File: src/rtl/multicycle_ctrl_pkg.sv
// Shared types and encodings for the multicycle ARM control unit.
// Covers FSM states, ALU/cmd/cond codes, mux-select encodings and the data-processing decode helper.
package multicycle_pkg;

    typedef enum logic [3:0] {
        FETCH, DECODE, MEMADR, MEMRD, MEMWB, MEMWR,
        EXECR, EXECI, ALUWB, BRANCH, MULEX, MULWB
    } state_t;

    localparam logic [2:0] ALU_ADD   = 3'b000;
    localparam logic [2:0] ALU_SUB   = 3'b001;
    localparam logic [2:0] ALU_AND   = 3'b010;
    localparam logic [2:0] ALU_ORR   = 3'b011;
    localparam logic [2:0] ALU_EOR   = 3'b100;
    localparam logic [2:0] ALU_PASSB = 3'b101;

    localparam logic [3:0] CMD_AND = 4'b0000;
    localparam logic [3:0] CMD_EOR = 4'b0001;
    localparam logic [3:0] CMD_SUB = 4'b0010;
    localparam logic [3:0] CMD_ADD = 4'b0100;
    localparam logic [3:0] CMD_TST = 4'b1000;
    localparam logic [3:0] CMD_CMP = 4'b1010;
    localparam logic [3:0] CMD_CMN = 4'b1011;
    localparam logic [3:0] CMD_ORR = 4'b1100;
    localparam logic [3:0] CMD_MOV = 4'b1101;

    localparam logic [3:0] COND_EQ = 4'b0000;
    localparam logic [3:0] COND_NE = 4'b0001;
    localparam logic [3:0] COND_CS = 4'b0010;
    localparam logic [3:0] COND_CC = 4'b0011;
    localparam logic [3:0] COND_MI = 4'b0100;
    localparam logic [3:0] COND_PL = 4'b0101;
    localparam logic [3:0] COND_VS = 4'b0110;
    localparam logic [3:0] COND_VC = 4'b0111;
    localparam logic [3:0] COND_HI = 4'b1000;
    localparam logic [3:0] COND_LS = 4'b1001;
    localparam logic [3:0] COND_GE = 4'b1010;
    localparam logic [3:0] COND_LT = 4'b1011;
    localparam logic [3:0] COND_GT = 4'b1100;
    localparam logic [3:0] COND_LE = 4'b1101;
    localparam logic [3:0] COND_AL = 4'b1110;
    localparam logic [3:0] COND_NV = 4'b1111;

    localparam logic [1:0] RES_ALUOUT = 2'b00;
    localparam logic [1:0] RES_DATA   = 2'b01;
    localparam logic [1:0] RES_ALU    = 2'b10;
    localparam logic [1:0] RES_MUL    = 2'b11;

    localparam logic [1:0] SRCB_REG  = 2'b00;
    localparam logic [1:0] SRCB_IMM  = 2'b01;
    localparam logic [1:0] SRCB_FOUR = 2'b10;

    typedef struct packed {
        logic [2:0] alu;
        logic       no_write;
        logic       flag_nz;
        logic       flag_cv;
    } dp_decode_t;

    // Compare/test ops always update flags and never write a register; unknown cmds do neither.
    function automatic dp_decode_t decode_cmd(input logic [3:0] cmd, input logic s);
        dp_decode_t d;
        d.alu      = ALU_ADD;
        d.no_write = 1'b1;
        d.flag_nz  = 1'b0;
        d.flag_cv  = 1'b0;
        case (cmd)
            CMD_ADD: begin d.alu = ALU_ADD;   d.no_write = 1'b0; d.flag_nz = s;    d.flag_cv = s;    end
            CMD_CMN: begin d.alu = ALU_ADD;   d.no_write = 1'b1; d.flag_nz = 1'b1; d.flag_cv = 1'b1; end
            CMD_SUB: begin d.alu = ALU_SUB;   d.no_write = 1'b0; d.flag_nz = s;    d.flag_cv = s;    end
            CMD_CMP: begin d.alu = ALU_SUB;   d.no_write = 1'b1; d.flag_nz = 1'b1; d.flag_cv = 1'b1; end
            CMD_AND: begin d.alu = ALU_AND;   d.no_write = 1'b0; d.flag_nz = s;    end
            CMD_TST: begin d.alu = ALU_AND;   d.no_write = 1'b1; d.flag_nz = 1'b1; end
            CMD_ORR: begin d.alu = ALU_ORR;   d.no_write = 1'b0; d.flag_nz = s;    end
            CMD_EOR: begin d.alu = ALU_EOR;   d.no_write = 1'b0; d.flag_nz = s;    end
            CMD_MOV: begin d.alu = ALU_PASSB; d.no_write = 1'b0; d.flag_nz = s;    end
            default: ;
        endcase
        return d;
    endfunction

endpackage

File: src/rtl/multicycle_ctrl_if.sv
// Instruction-field inputs and control outputs exchanged between the datapath and the control unit.
interface multicycle_ctrl_if #(
    parameter int ALUCTRL_W = 3
);
    logic [3:0]           Cond;
    logic [1:0]           Op;
    logic [5:0]           Funct;
    logic [3:0]           Rd;
    logic                 Mul;
    logic [3:0]           ALUFlags;

    logic                 PCWrite;
    logic                 RegWrite;
    logic                 MemWrite;
    logic                 IRWrite;
    logic                 AdrSrc;
    logic                 ALUSrcA;
    logic [1:0]           ALUSrcB;
    logic [1:0]           ResultSrc;
    logic [ALUCTRL_W-1:0] ALUControl;
    logic [1:0]           ImmSrc;
    logic [1:0]           RegSrc;
    logic                 MulBusy;
    logic [3:0]           Flags;

    modport master (
        output Cond, Op, Funct, Rd, Mul, ALUFlags,
        input  PCWrite, RegWrite, MemWrite, IRWrite, AdrSrc, ALUSrcA, ALUSrcB,
               ResultSrc, ALUControl, ImmSrc, RegSrc, MulBusy, Flags
    );

    modport slave (
        input  Cond, Op, Funct, Rd, Mul, ALUFlags,
        output PCWrite, RegWrite, MemWrite, IRWrite, AdrSrc, ALUSrcA, ALUSrcB,
               ResultSrc, ALUControl, ImmSrc, RegSrc, MulBusy, Flags
    );
endinterface

File: src/rtl/multicycle_ctrl_cond_unit.sv
// Condition unit: evaluates the ARM condition field against the NZCV register
// and holds that register, with separate write enables for NZ and CV.
module cond_unit
    import multicycle_pkg::*;
(
    input  logic       clk,
    input  logic       Reset,
    input  logic [3:0] cond,
    input  logic [3:0] alu_flags,
    input  logic       write_nz,
    input  logic       write_cv,
    output logic       cond_ex,
    output logic [3:0] flags
);
    logic n, z, c, v;

    assign {n, z, c, v} = flags;

    always_comb begin
        cond_ex = 1'b0;
        case (cond)
            COND_EQ: cond_ex = z;
            COND_NE: cond_ex = !z;
            COND_CS: cond_ex = c;
            COND_CC: cond_ex = !c;
            COND_MI: cond_ex = n;
            COND_PL: cond_ex = !n;
            COND_VS: cond_ex = v;
            COND_VC: cond_ex = !v;
            COND_HI: cond_ex = c && !z;
            COND_LS: cond_ex = !c || z;
            COND_GE: cond_ex = (n == v);
            COND_LT: cond_ex = (n != v);
            COND_GT: cond_ex = !z && (n == v);
            COND_LE: cond_ex = z || (n != v);
            COND_AL: cond_ex = 1'b1;
            COND_NV: cond_ex = 1'b0;
        endcase
    end

    always_ff @(posedge clk or negedge Reset) begin
        if (!Reset) begin
            flags <= 4'b0000;
        end else begin
            if (write_nz) flags[3:2] <= alu_flags[3:2];
            if (write_cv) flags[1:0] <= alu_flags[1:0];
        end
    end

endmodule

File: src/rtl/multicycle_ctrl.sv
// Multicycle ARM control unit: main FSM with variable-latency multiply, data-processing decode
// and condition unit. Write enables are forced low while Reset is asserted.
module multicycle_ctrl
    import multicycle_pkg::*;
#(
    parameter int ALUCTRL_W = 3,
    parameter int MUL_LAT   = 4
) (
    input logic              clk,
    input logic              Reset,
    multicycle_ctrl_if.slave bus
);
    localparam int              CNT_W    = (MUL_LAT > 1) ? $clog2(MUL_LAT) : 1;
    localparam logic [CNT_W-1:0] MUL_LOAD = CNT_W'(MUL_LAT - 1);

    state_t           state_q, state_d;
    logic [CNT_W-1:0] mul_cnt;
    logic [3:0]       rd_q;
    logic             no_write_q;
    dp_decode_t       dp;
    logic             cond_ex;
    logic [3:0]       flags;
    logic             exec_state;

    logic             pc_write_raw, reg_write_raw, mem_write_raw, ir_write_raw;
    logic             adr_src, alu_src_a, mul_busy;
    logic [1:0]       alu_src_b, result_src;
    logic [2:0]       alu_code;

    assign dp         = decode_cmd(bus.Funct[4:1], bus.Funct[0]);
    assign exec_state = (state_q == EXECR) || (state_q == EXECI);

    cond_unit u_cond (
        .clk       (clk),
        .Reset     (Reset),
        .cond      (bus.Cond),
        .alu_flags (bus.ALUFlags),
        .write_nz  (exec_state && dp.flag_nz),
        .write_cv  (exec_state && dp.flag_cv),
        .cond_ex   (cond_ex),
        .flags     (flags)
    );

    always_ff @(posedge clk or negedge Reset) begin
        if (!Reset) state_q <= FETCH;
        else        state_q <= state_d;
    end

    // Rd is captured in DECODE so writeback decisions use the instruction's own destination.
    always_ff @(posedge clk or negedge Reset) begin
        if (!Reset) begin
            mul_cnt    <= '0;
            rd_q       <= 4'd0;
            no_write_q <= 1'b0;
        end else begin
            if (state_q == DECODE) rd_q <= bus.Rd;
            if (exec_state) no_write_q <= dp.no_write;
            if (state_q == DECODE && state_d == MULEX)
                mul_cnt <= MUL_LOAD;
            else if (state_q == MULEX && mul_cnt != '0)
                mul_cnt <= mul_cnt - CNT_W'(1);
        end
    end

    always_comb begin
        state_d       = state_q;
        pc_write_raw  = 1'b0;
        reg_write_raw = 1'b0;
        mem_write_raw = 1'b0;
        ir_write_raw  = 1'b0;
        adr_src       = 1'b0;
        alu_src_a     = 1'b0;
        alu_src_b     = SRCB_REG;
        result_src    = RES_ALUOUT;
        alu_code      = ALU_ADD;
        mul_busy      = 1'b0;
        case (state_q)
            FETCH: begin
                ir_write_raw = 1'b1;
                pc_write_raw = 1'b1;
                alu_src_a    = 1'b1;
                alu_src_b    = SRCB_FOUR;
                result_src   = RES_ALU;
                state_d      = DECODE;
            end
            DECODE: begin
                alu_src_a  = 1'b1;
                alu_src_b  = SRCB_FOUR;
                result_src = RES_ALU;
                if (!cond_ex) begin
                    state_d = FETCH;
                end else begin
                    case (bus.Op)
                        2'b01:   state_d = MEMADR;
                        2'b10:   state_d = BRANCH;
                        2'b00: begin
                            if (bus.Mul)           state_d = MULEX;
                            else if (bus.Funct[5]) state_d = EXECI;
                            else                   state_d = EXECR;
                        end
                        default: state_d = FETCH;
                    endcase
                end
            end
            MEMADR: begin
                alu_src_b = SRCB_IMM;
                state_d   = bus.Funct[0] ? MEMRD : MEMWR;
            end
            MEMRD: begin
                adr_src = 1'b1;
                state_d = MEMWB;
            end
            MEMWB: begin
                result_src    = RES_DATA;
                reg_write_raw = 1'b1;
                pc_write_raw  = (rd_q == 4'd15);
                state_d       = FETCH;
            end
            MEMWR: begin
                adr_src       = 1'b1;
                mem_write_raw = 1'b1;
                state_d       = FETCH;
            end
            EXECR: begin
                alu_code = dp.alu;
                state_d  = ALUWB;
            end
            EXECI: begin
                alu_src_b = SRCB_IMM;
                alu_code  = dp.alu;
                state_d   = ALUWB;
            end
            ALUWB: begin
                reg_write_raw = !no_write_q;
                pc_write_raw  = !no_write_q && (rd_q == 4'd15);
                state_d       = FETCH;
            end
            MULEX: begin
                mul_busy = 1'b1;
                if (mul_cnt == '0) state_d = MULWB;
            end
            MULWB: begin
                result_src    = RES_MUL;
                reg_write_raw = 1'b1;
                state_d       = FETCH;
            end
            BRANCH: begin
                alu_src_b    = SRCB_IMM;
                result_src   = RES_ALU;
                pc_write_raw = 1'b1;
                state_d      = FETCH;
            end
            default: state_d = FETCH;
        endcase
    end

    assign bus.PCWrite    = pc_write_raw && Reset;
    assign bus.RegWrite   = reg_write_raw && Reset;
    assign bus.MemWrite   = mem_write_raw && Reset;
    assign bus.IRWrite    = ir_write_raw && Reset;
    assign bus.AdrSrc     = adr_src;
    assign bus.ALUSrcA    = alu_src_a;
    assign bus.ALUSrcB    = alu_src_b;
    assign bus.ResultSrc  = result_src;
    assign bus.ALUControl = ALUCTRL_W'(alu_code);
    assign bus.ImmSrc     = bus.Op;
    assign bus.RegSrc     = {bus.Op == 2'b01, bus.Op == 2'b10};
    assign bus.MulBusy    = mul_busy;
    assign bus.Flags      = flags;

endmodule

File: src/flat_wrapper.sv
// flat-port wrapper written by rule: the top's interface ports become plain ports
module multicycle_ctrl_flat import multicycle_pkg::*;
#(
    parameter int ALUCTRL_W = 3,
    parameter int MUL_LAT   = 4
)
  (clk, Reset, bus_Cond, bus_Op, bus_Funct, bus_Rd, bus_Mul, bus_ALUFlags, bus_PCWrite, bus_RegWrite, bus_MemWrite, bus_IRWrite, bus_AdrSrc, bus_ALUSrcA, bus_ALUSrcB, bus_ResultSrc, bus_ALUControl, bus_ImmSrc, bus_RegSrc, bus_MulBusy, bus_Flags);
  multicycle_ctrl_if #(.ALUCTRL_W(ALUCTRL_W)) bus_i ();
  input logic clk;
  input logic Reset;
  input wire logic [$bits(bus_i.Cond)-1:0] bus_Cond;
  input wire logic [$bits(bus_i.Op)-1:0] bus_Op;
  input wire logic [$bits(bus_i.Funct)-1:0] bus_Funct;
  input wire logic [$bits(bus_i.Rd)-1:0] bus_Rd;
  input wire logic [$bits(bus_i.Mul)-1:0] bus_Mul;
  input wire logic [$bits(bus_i.ALUFlags)-1:0] bus_ALUFlags;
  output wire logic [$bits(bus_i.PCWrite)-1:0] bus_PCWrite;
  output wire logic [$bits(bus_i.RegWrite)-1:0] bus_RegWrite;
  output wire logic [$bits(bus_i.MemWrite)-1:0] bus_MemWrite;
  output wire logic [$bits(bus_i.IRWrite)-1:0] bus_IRWrite;
  output wire logic [$bits(bus_i.AdrSrc)-1:0] bus_AdrSrc;
  output wire logic [$bits(bus_i.ALUSrcA)-1:0] bus_ALUSrcA;
  output wire logic [$bits(bus_i.ALUSrcB)-1:0] bus_ALUSrcB;
  output wire logic [$bits(bus_i.ResultSrc)-1:0] bus_ResultSrc;
  output wire logic [$bits(bus_i.ALUControl)-1:0] bus_ALUControl;
  output wire logic [$bits(bus_i.ImmSrc)-1:0] bus_ImmSrc;
  output wire logic [$bits(bus_i.RegSrc)-1:0] bus_RegSrc;
  output wire logic [$bits(bus_i.MulBusy)-1:0] bus_MulBusy;
  output wire logic [$bits(bus_i.Flags)-1:0] bus_Flags;
  assign bus_i.Cond = bus_Cond;
  assign bus_i.Op = bus_Op;
  assign bus_i.Funct = bus_Funct;
  assign bus_i.Rd = bus_Rd;
  assign bus_i.Mul = bus_Mul;
  assign bus_i.ALUFlags = bus_ALUFlags;
  assign bus_PCWrite = bus_i.PCWrite;
  assign bus_RegWrite = bus_i.RegWrite;
  assign bus_MemWrite = bus_i.MemWrite;
  assign bus_IRWrite = bus_i.IRWrite;
  assign bus_AdrSrc = bus_i.AdrSrc;
  assign bus_ALUSrcA = bus_i.ALUSrcA;
  assign bus_ALUSrcB = bus_i.ALUSrcB;
  assign bus_ResultSrc = bus_i.ResultSrc;
  assign bus_ALUControl = bus_i.ALUControl;
  assign bus_ImmSrc = bus_i.ImmSrc;
  assign bus_RegSrc = bus_i.RegSrc;
  assign bus_MulBusy = bus_i.MulBusy;
  assign bus_Flags = bus_i.Flags;
  multicycle_ctrl #(.ALUCTRL_W(ALUCTRL_W), .MUL_LAT(MUL_LAT)) u_core (.clk(clk), .Reset(Reset), .bus(bus_i));
endmodule
File: config.mk
export PLATFORM = sky130hd
export DESIGN_NAME = multicycle_ctrl_flat
export DESIGN_NICKNAME = d
export VERILOG_FILES = /design/src/rtl/multicycle_ctrl_pkg.sv /design/src/rtl/multicycle_ctrl_if.sv /design/src/rtl/multicycle_ctrl_cond_unit.sv /design/src/rtl/multicycle_ctrl.sv /design/src/flat_wrapper.sv
export SDC_FILE = /design/constraint.sdc
export NUM_CORES = 1
export LEC_CHECK = 0
export ABC_CLOCK_PERIOD_IN_PS = 2300
export CAP_MARGIN = 10
export CORE_UTILIZATION = 40
export DETAILED_ROUTE_END_ITERATION = 10
export PLACE_DENSITY = 0.78
export SLEW_MARGIN = 15
export SYNTH_ARGS = -nofsm -noshare
export SYNTH_HDL_FRONTEND = slang
export SYNTH_HIERARCHICAL = 1
export SYNTH_SLANG_ARGS = --single-unit
File: constraint.sdc
create_clock -name clk -period 2.3 [get_ports clk]
set_clock_uncertainty 0.2 [all_clocks]
set_input_delay 0.23 -clock clk [delete_from_list [all_inputs] [get_ports clk]]
set_output_delay 0.23 -clock clk [all_outputs]
set_load 0.01 [all_outputs]
==> results.md, run 1 <==
- The flow ran to the end, but the final reports show violations.
- The checks that failed: design-rule violations.
- Setup repair after global routing could not meet its margin everywhere.
- The site row count is 19.
- The CTS tree is built.
- The area share of and/or/nand/nor cells after synthesis is 0.2609.
- The proportion of register bits with asynchronous set or reset after synthesis is 1.000.
- In the synthesized netlist, the cells that appear most often are dfrtp_1, a21oi_1, nor2_1.
- The placed instances occupy a cell area of ~1800 um^2.
- Of the cells placed in the final design, the portion with a size suffix greater than 1 is 0.2338.
- Counting flops with a built-in enable in the synthesized netlist gives 0.
- The synthesized area divided by synthesized cell count is 8.598 um^2.
- The clock slew seen by the registers of the worst setup and hold paths is approximately 90 ps.
- The iteration-0 DRC count of the detailed router is 45.
- For this run, the total global-route usage over all layers was measured as 0.2064.
- The wire length of the first global-routing pass is between 5000 and 6000 um.
- Once layout is complete, the utilization of the core stands at 0.6699.
- The largest incremental delay on the critical path is about 450 ps.
- Of all nets on the critical path, the largest fanout is 3.
- The worst path needs approximately 2300 ps of the cycle, external delays included.
- The finished cells cover roughly 1900 um^2.
- The cell type with the largest total area after synthesis is dfrtp_1.
- For this run, the number of Yosys warnings is 6.
- The final antenna diode count is 0.
- Counting flops and latches in the post-synthesis netlist gives 15.
- In the final routed layout, each cell accounts on average for 14.34 um.
- Sorting the synthesized cells by area gives the leading types as dfrtp_1, a21oi_1, o21ai_0.
- For this run the aggregate overflow at the end of global routing stands at 0.
- The area of the mapped netlist is 1204 um^2.
- The arrival time at the worst endpoint is 2280 ps.
- TritonCTS created 3 clock buffers.
- The gate count of the mapped netlist is between 100 and 150.
- The per-cell via count in the routed design is ~5.5.
- The type of destination of the critical path is a flop.
- Buffers inserted to repair hold after CTS numbered 0.
- The leading register cell type out of synthesis is dfrtp_1.
- The post-route total power is between 1500 and 2000 uW.
- The remaining max-slew budget at the tightest pin is 0.7748.
- For this design the top-level I/O count stands at 45.
- The ratio of final minimum period to clock period is 0.9965.
- The effective utilization at floorplan is 0.4291.
- The highest clock rate is roughly 440 MHz.
- The final number of hold-violating endpoints is 0.
- Across the run, the number of max-cap violations was 0.
- VDD sags by at most approximately 0.56 mV.
- Setup violations remaining at the end of the flow were counted as 0.
- The share of the synthesized area in compound gates (AO/OA/AOI/OAI) is 0.2173.
- The portion of the post-synthesis area used by sequential elements is 0.3119.
- The worst hold path belongs to the class in2async.
- The count of nets left with antenna violations once routing finished came out at 0.
- The placed wire-length estimate is 2485 um.
- The clock latency on the worst-skew pair is roughly 280 ps.
- The leakage power is approximately 0.00087 uW.
- The worst register-to-register path has a setup slack of 8 ps.
- The number of buffers inserted by port buffering is 44.
- The worst setup path is of the reg2reg kind.
- Measured against the total synthesized area, the mux share comes to 0.08316.
- The routed design has 3328 um of wire.
- In this run the number of H-tree levels came out at 1.
- The number of nets produced by synthesis is roughly 160.
- The routability congestion estimate from global placement is 0.8879.
- Entering global routing, the biggest net connects 16 pins.
- After synthesis, the largest family of logic cells by area is simple AND/OR/NAND/NOR gates.
- The final route contains approximately 1300 vias.
- In this run the power density over the cells is 830.8 nW/um^2.
- Of the total synthesized cell area, the portion taken by full adders, half adders and majority gates is 0.01040.
- The width of the die is 56.86 um.
- At the pin with the least slew margin, the transition time is around 340 ps.
- The floorplan die area is 3232 um^2.
- The largest buffer count on any clock path is 2.
- The initial antenna violation count is 0.
- The die height is about 57 um.
- The post-route setup TNS is 0 ps.
- The fraction of post-synthesis cell area in the top cell type by area is 0.3119.
- The data required time at the worst endpoint is ~2300 ps.
- The count of nets after finishing is about 230.
- Counting cells, the worst reg-to-reg path comes to 8.
- Clock tree synthesis selected as its root buffer the cell clkbuf_4.
- Relative to the synthesized area, the layout overhead comes to 56.13%.
- After synthesis, the netlist uses 47 different library cells.
- STA classifies the critical path startpoint as a flop.
- Of the total synthesized cell area, the portion taken by XOR and XNOR cells is 0.03638.
- The most frequent cell after synthesis is dfrtp_1.
- The cell with the largest stage delay on the worst path is or4_4.
- The first detailed-routing pass ran for 7 iterations.
- The number of global-route vias before repair is approximately 1300.
- After floorplanning, the core was sized to cover roughly 2800 um^2.
- The number of remaining DRC errors is 4.
- The clock sink count is 15.
- The number of pins exceeding their max-slew limit in the final report is 0.
- The critical path goes through xor2_2, xor2_1, a2111oi_2, a311oi_1, o22ai_1, nand3b_1, or4_4, o311ai_2.
-- cell type report --
type	instances	area, um^2
clock buffer	3	22.52
fill	237	925.9
sequential	15	377.9
tap	31	38.79
inverter	7	26.28
multi-input combinational	106	775.7
timing repair buffer	69	633.1
clock inverter	1	5.005
-- flip-flops by register name, indices dropped and copies added, names as in the netlist --
register / flops
u_core/mul_cnt: 2
u_core/no_write_q: 1
u_core/rd_q: 4
u_core/state_q: 4
u_core/u_cond/flags: 4
-- where the power goes --
group / internal, uW / switching, uW / total [uW]
Combinational: 519 / 410 / 929
Clock: 64.6 / 86.6 / 151
Sequential: 368 / 112 / 481
Total: 952 / 609 / 1560
-- kinds of logic (layout without fill, tap and decap cells) --
logic type | after synthesis | after routing
AO/OA/AOI/OAI | 39 | 39
XOR/XNOR | 5 | 5
adder cells (fa/ha/maj) | 1 | 1
buffers and inverters | 19 | 80
flip-flops | 15 | 15
multiplexers | 9 | 9
AND/OR/NAND/NOR | 52 | 52
-- layout by cell type, fill, tap and decap left out, types with 2 or more instances in the layout --
master	n
a21oi_1	10
a211oi_1	2
a2111oi_2	2
o21ai_0	9
mux2_1	4
nor3_1	4
mux2_2	4
nor2b_1	7
dlygate4sd2_1	4
xnor2_1	2
nand2_1	3
dfrtp_1	13
nand3_1	2
nor2_1	10
buf_4	25
nand2b_1	7
a211o_1	2
or3_1	3
or3b_1	2
inv_1	7
dfrtp_2	2
nand3b_1	3
or2_2	2
clkbuf_4	3
o21a_1	2
clkdlybuf4s50_1	33
xor2_1	2
dlymetal6s2s_1	6
-- repair_timing --
action,in CTS,in global routing
endpoints found under the setup margin,14,10
gates resized for setup,9,15
gates cloned,0,0
buffers inserted,2,0
pin swaps,2,0
-- final timing paths --
check,from,to
worst max-delay path,u_core/u_cond/flags[3],u_core/mul_cnt[1]
worst min-delay path,Reset,u_core/mul_cnt[1]
worst max register to register,u_core/u_cond/flags[3],u_core/mul_cnt[1]
worst min register to register,u_core/rd_q[0],u_core/rd_q[0]
max in group asynchronous,Reset,u_core/state_q[0]
min in group clk,u_core/rd_q[0],u_core/rd_q[0]
-- critical path, delay by kind of cell, from the launching register on --
| family | cells | cell delay [ps] |
|---|---|---|
| xor+xnor | 2 | 360 |
| simple gates | 2 | 590 |
| flops | 1 | 420 |
| compound gates | 4 | 630 |
-- through the flow --
step / std cells / worst slack, ps / hold WS (ps)
finish: 232 / 8.113 / 263.9
CTS: 232 / 5.735 / 257.7
floorplan: 140 / 4.540 / -265.6
global placement: 226 / -253.3 / 292.0
global route: 232 / -80.95 / 255.8
detailed placement: 226 / -340.5 / 296.5
-- metal layers --
metal	global-route usage	wire length [um]	vias to the layer above
li1	-	-	627
met1	0.2392	1306	605
met2	0.3759	1779	45
met3	0.05069	196	6
met4	0.05575	46	0
met5	0	0	-
Power figures use the tool's default switching activity.
==> run 2, diff against run 1 <==
Settings changed: CORE_MARGIN set to 4, SKIP_CTS_REPAIR_TIMING set to 1.
==> run 2 against run 1 <==
Effect of this change: sequential share of layout area is 0.45 points lower; final cell count is 1.3% higher; critical path type unchanged; count of clock-buffer cells in the layout is 1 higher; the flow now finishes without violations; largest power group unchanged; largest cell class unchanged.
==> results.md, run 2 (synthesis results as in run 1) <==
- Result of the run: finished clean (was complete, but fails checks).
- The largest buffer count on any clock path came to 2 (unchanged).
- The path type of the worst min-delay path is in2async (unchanged).
- The count of nets after finishing is 229 (was 226).
- The post-synthesis to final-layout area growth is 59.67% (was 56.13%).
- The effective utilization at floorplan came to 0.4291 (unchanged).
- The remaining max-slew budget at the tightest pin is 0.7670 (was 0.7748).
- The remaining number of nets flagged by the antenna check after routing is 0 (unchanged).
- The shortest period the worst path allows is 2282 ps (was 2292 ps).
- The total global routing track utilization is 0.1771 (was 0.2064).
- The wire length after detailed routing came to 3585 um (was 3328 um).
- The number of pins exceeding their max-slew limit in the final report is 0 (unchanged).
- The fraction of layout cells with a size suffix above 1 came to 0.2451 (was 0.2338).
- The iteration count of the initial detailed-routing pass is 4 (was 7).
- The CTS tree is built (unchanged).
- The end-of-flow core utilization is 0.6851 (was 0.6699).
- The die height is 62.86 um (was 56.86 um).
- The worst slack on hold paths is 212.4 ps (was 263.9 ps).
- The average wire per standard cell is 15.26 um (was 14.34 um).
- The final number of hold-violating endpoints is 0 (unchanged).
- Unrepaired setup endpoints after global routing: true (unchanged).
- The leakage power is 0.0009241 uW (was 0.0008710 uW).
- The per-cell via count in the routed design is 5.481 (was 5.530).
- The slack of the worst reg-to-reg path is 20 ps (was 8 ps).
- The number of buffers inserted by port buffering is 44 (unchanged).
- The total grt overflow is 0 (unchanged).
- The power per cell area is 845.0 nW/um^2 (was 830.8 nW/um^2).
- The count of max-cap constraint violations is 0 (unchanged).
- The wire length of the first global-routing pass was 5844 um (was 5223 um).
- The post-route setup TNS is 0 ps (unchanged).
- The count of vias placed by the detailed router is 1288 (was 1283).
- The largest net degree at the start of global routing is 16 (unchanged).
- The maximum vdd drop came to 0.5877 mV (was 0.5605 mV).
- The clock sink count is 15 (unchanged).
- The routability congestion estimate from global placement is 0.8093 (was 0.8879).
- The floorplan die area is 3951 um^2 (was 3232 um^2).
- Most frequent cells in the layout: clkdlybuf4s50_1, buf_4, dfrtp_1 (was clkdlybuf4s50_1, buf_4, dfrtp_1, nor2_1, a21oi_1).
- The ratio of final minimum period to clock period came to 0.9920 (was 0.9965).
- The maximum fanout count along the critical path is 3 (unchanged).
- The highest clock rate is 438.3 MHz (was 436.3 MHz).
- The commonest non-fill, non-tap cell in the layout is clkdlybuf4s50_1 (unchanged).
- The clock buffer count from CTS is 3 (unchanged).
- Largest registers ranked by flip-flop count: u_core/rd_q: 4 flops, u_core/state_q: 4 flops, u_core/u_cond/flags: 4 flops (unchanged).
- The initial antenna violation count came to 0 (unchanged).
- The type of destination of the critical path is a flop (unchanged).
- The width of the die was 62.86 um (was 56.86 um).
- The I/O pin count came to 45 (unchanged).
- The data required time at the worst endpoint is 2290 ps (about the same).
- The final count of negative-setup-slack endpoints was 0 (unchanged).
- The master cell of the clock root buffer is clkbuf_4 (unchanged).
- The clock latency on the worst-skew pair is 290 ps (was 280 ps).
- The placed wire-length estimate is 2631 um (was 2485 um).
- The slew at the pin with the worst max-slew slack came to 347.4 ps (was 337.2 ps).
- The iteration-0 DRC count of the detailed router is 41 (was 45).
- The total core area was 2805 um^2 (unchanged).
- The final antenna diode count is 0 (unchanged).
- The number of remaining DRC errors came to 0 (was 4).
- The clock slew seen by the registers of the worst setup and hold paths is 100 ps (was 90 ps).
- The kind of start point of the critical path is a flop (unchanged).
- The site row count was 19 (unchanged).
- The number of global-route vias before repair is 1315 (was 1258).
- The category of the critical setup timing path is reg2reg (unchanged).
- The arrival time at the worst endpoint was 2280 ps (about the same).
- The CTS H-tree depth is 1 (unchanged).
==> run 2: cell types whose count changed in the layout (fill, tap and decap cells not counted), sizes merged <==
cell / delta
dlygate4sd2: -4
clkbuf: +1
clkinv: -1
dlymetal6s2s: +4
buf: +3
==> run 2: stage by stage <==
step	total power (uW)	setup WS [ps]	instances	cell area, um^2
floorplan	961.6	4.540	140	1204
global placement	1360	-251.2	225	1778
detailed placement	1397	-439.8	225	1778
CTS	1557	-220.2	229	1804
global route	1746	-91.38	235	1922
finish	1624	18.49	235	1922
==> run 2: per-layer routing <==
layer  global-route usage  vias to the layer above  share of wire
met3              0.04676                        0          0.043
met5                    0                        -              0
met2               0.3276                       34           0.53
met4              0.01653                        0              0
li1                     -                      633              -
met1               0.2111                      621           0.43
==> run 2: worst max-delay path, stage by stage, from the launching register on <==
cell and delay (ps):
dfrtp_1 410, xor2_2 190, xor2_1 160, a2111oi_2 330
a311oi_1 90, o22ai_1 140, nand3b_1 120, or4_4 450
o311ai_2 100
==> run 2: power breakdown <==
| group | internal [uW] | switching [uW] | leakage [uW] |
|---|---|---|---|
| registers | 369 | 105 | 0.000179 |
| clock network | 67.3 | 86.6 | 0.0000150 |
| logic | 559 | 437 | 0.000730 |
| total | 996 | 628 | 0.000924 |
==> run 2: cell type report <==
type / instances / area, um^2
Fill cell: 228 / 883.3
Timing Repair Buffer: 72 / 670.6
Tap cell: 31 / 38.79
Clock buffer: 4 / 26.28
Sequential cell: 15 / 377.9
Inverter: 7 / 26.28
Multi-Input combinational cell: 106 / 782.0
==> run 2: path summary, 6_finish.rpt <==
path | depth (start not counted) | startpoint | end
hold / removal | 3 | Reset | u_core/state_q[0]
setup reg to reg | 8 | u_core/u_cond/flags[0] | u_core/mul_cnt[1]
setup / recovery | 8 | u_core/u_cond/flags[0] | u_core/mul_cnt[1]
min in group clk | 2 | u_core/no_write_q | u_core/no_write_q
max in group asynchronous | 3 | Reset | u_core/state_q[1]
hold reg to reg | 2 | u_core/no_write_q | u_core/no_write_q
==> run 3, diff against run 2 <==
Settings changed: CTS_CLUSTER_SIZE set to 28.
==> results of run 3 <==
No change in the layout: final DEF, timing and power equal those of run 2.
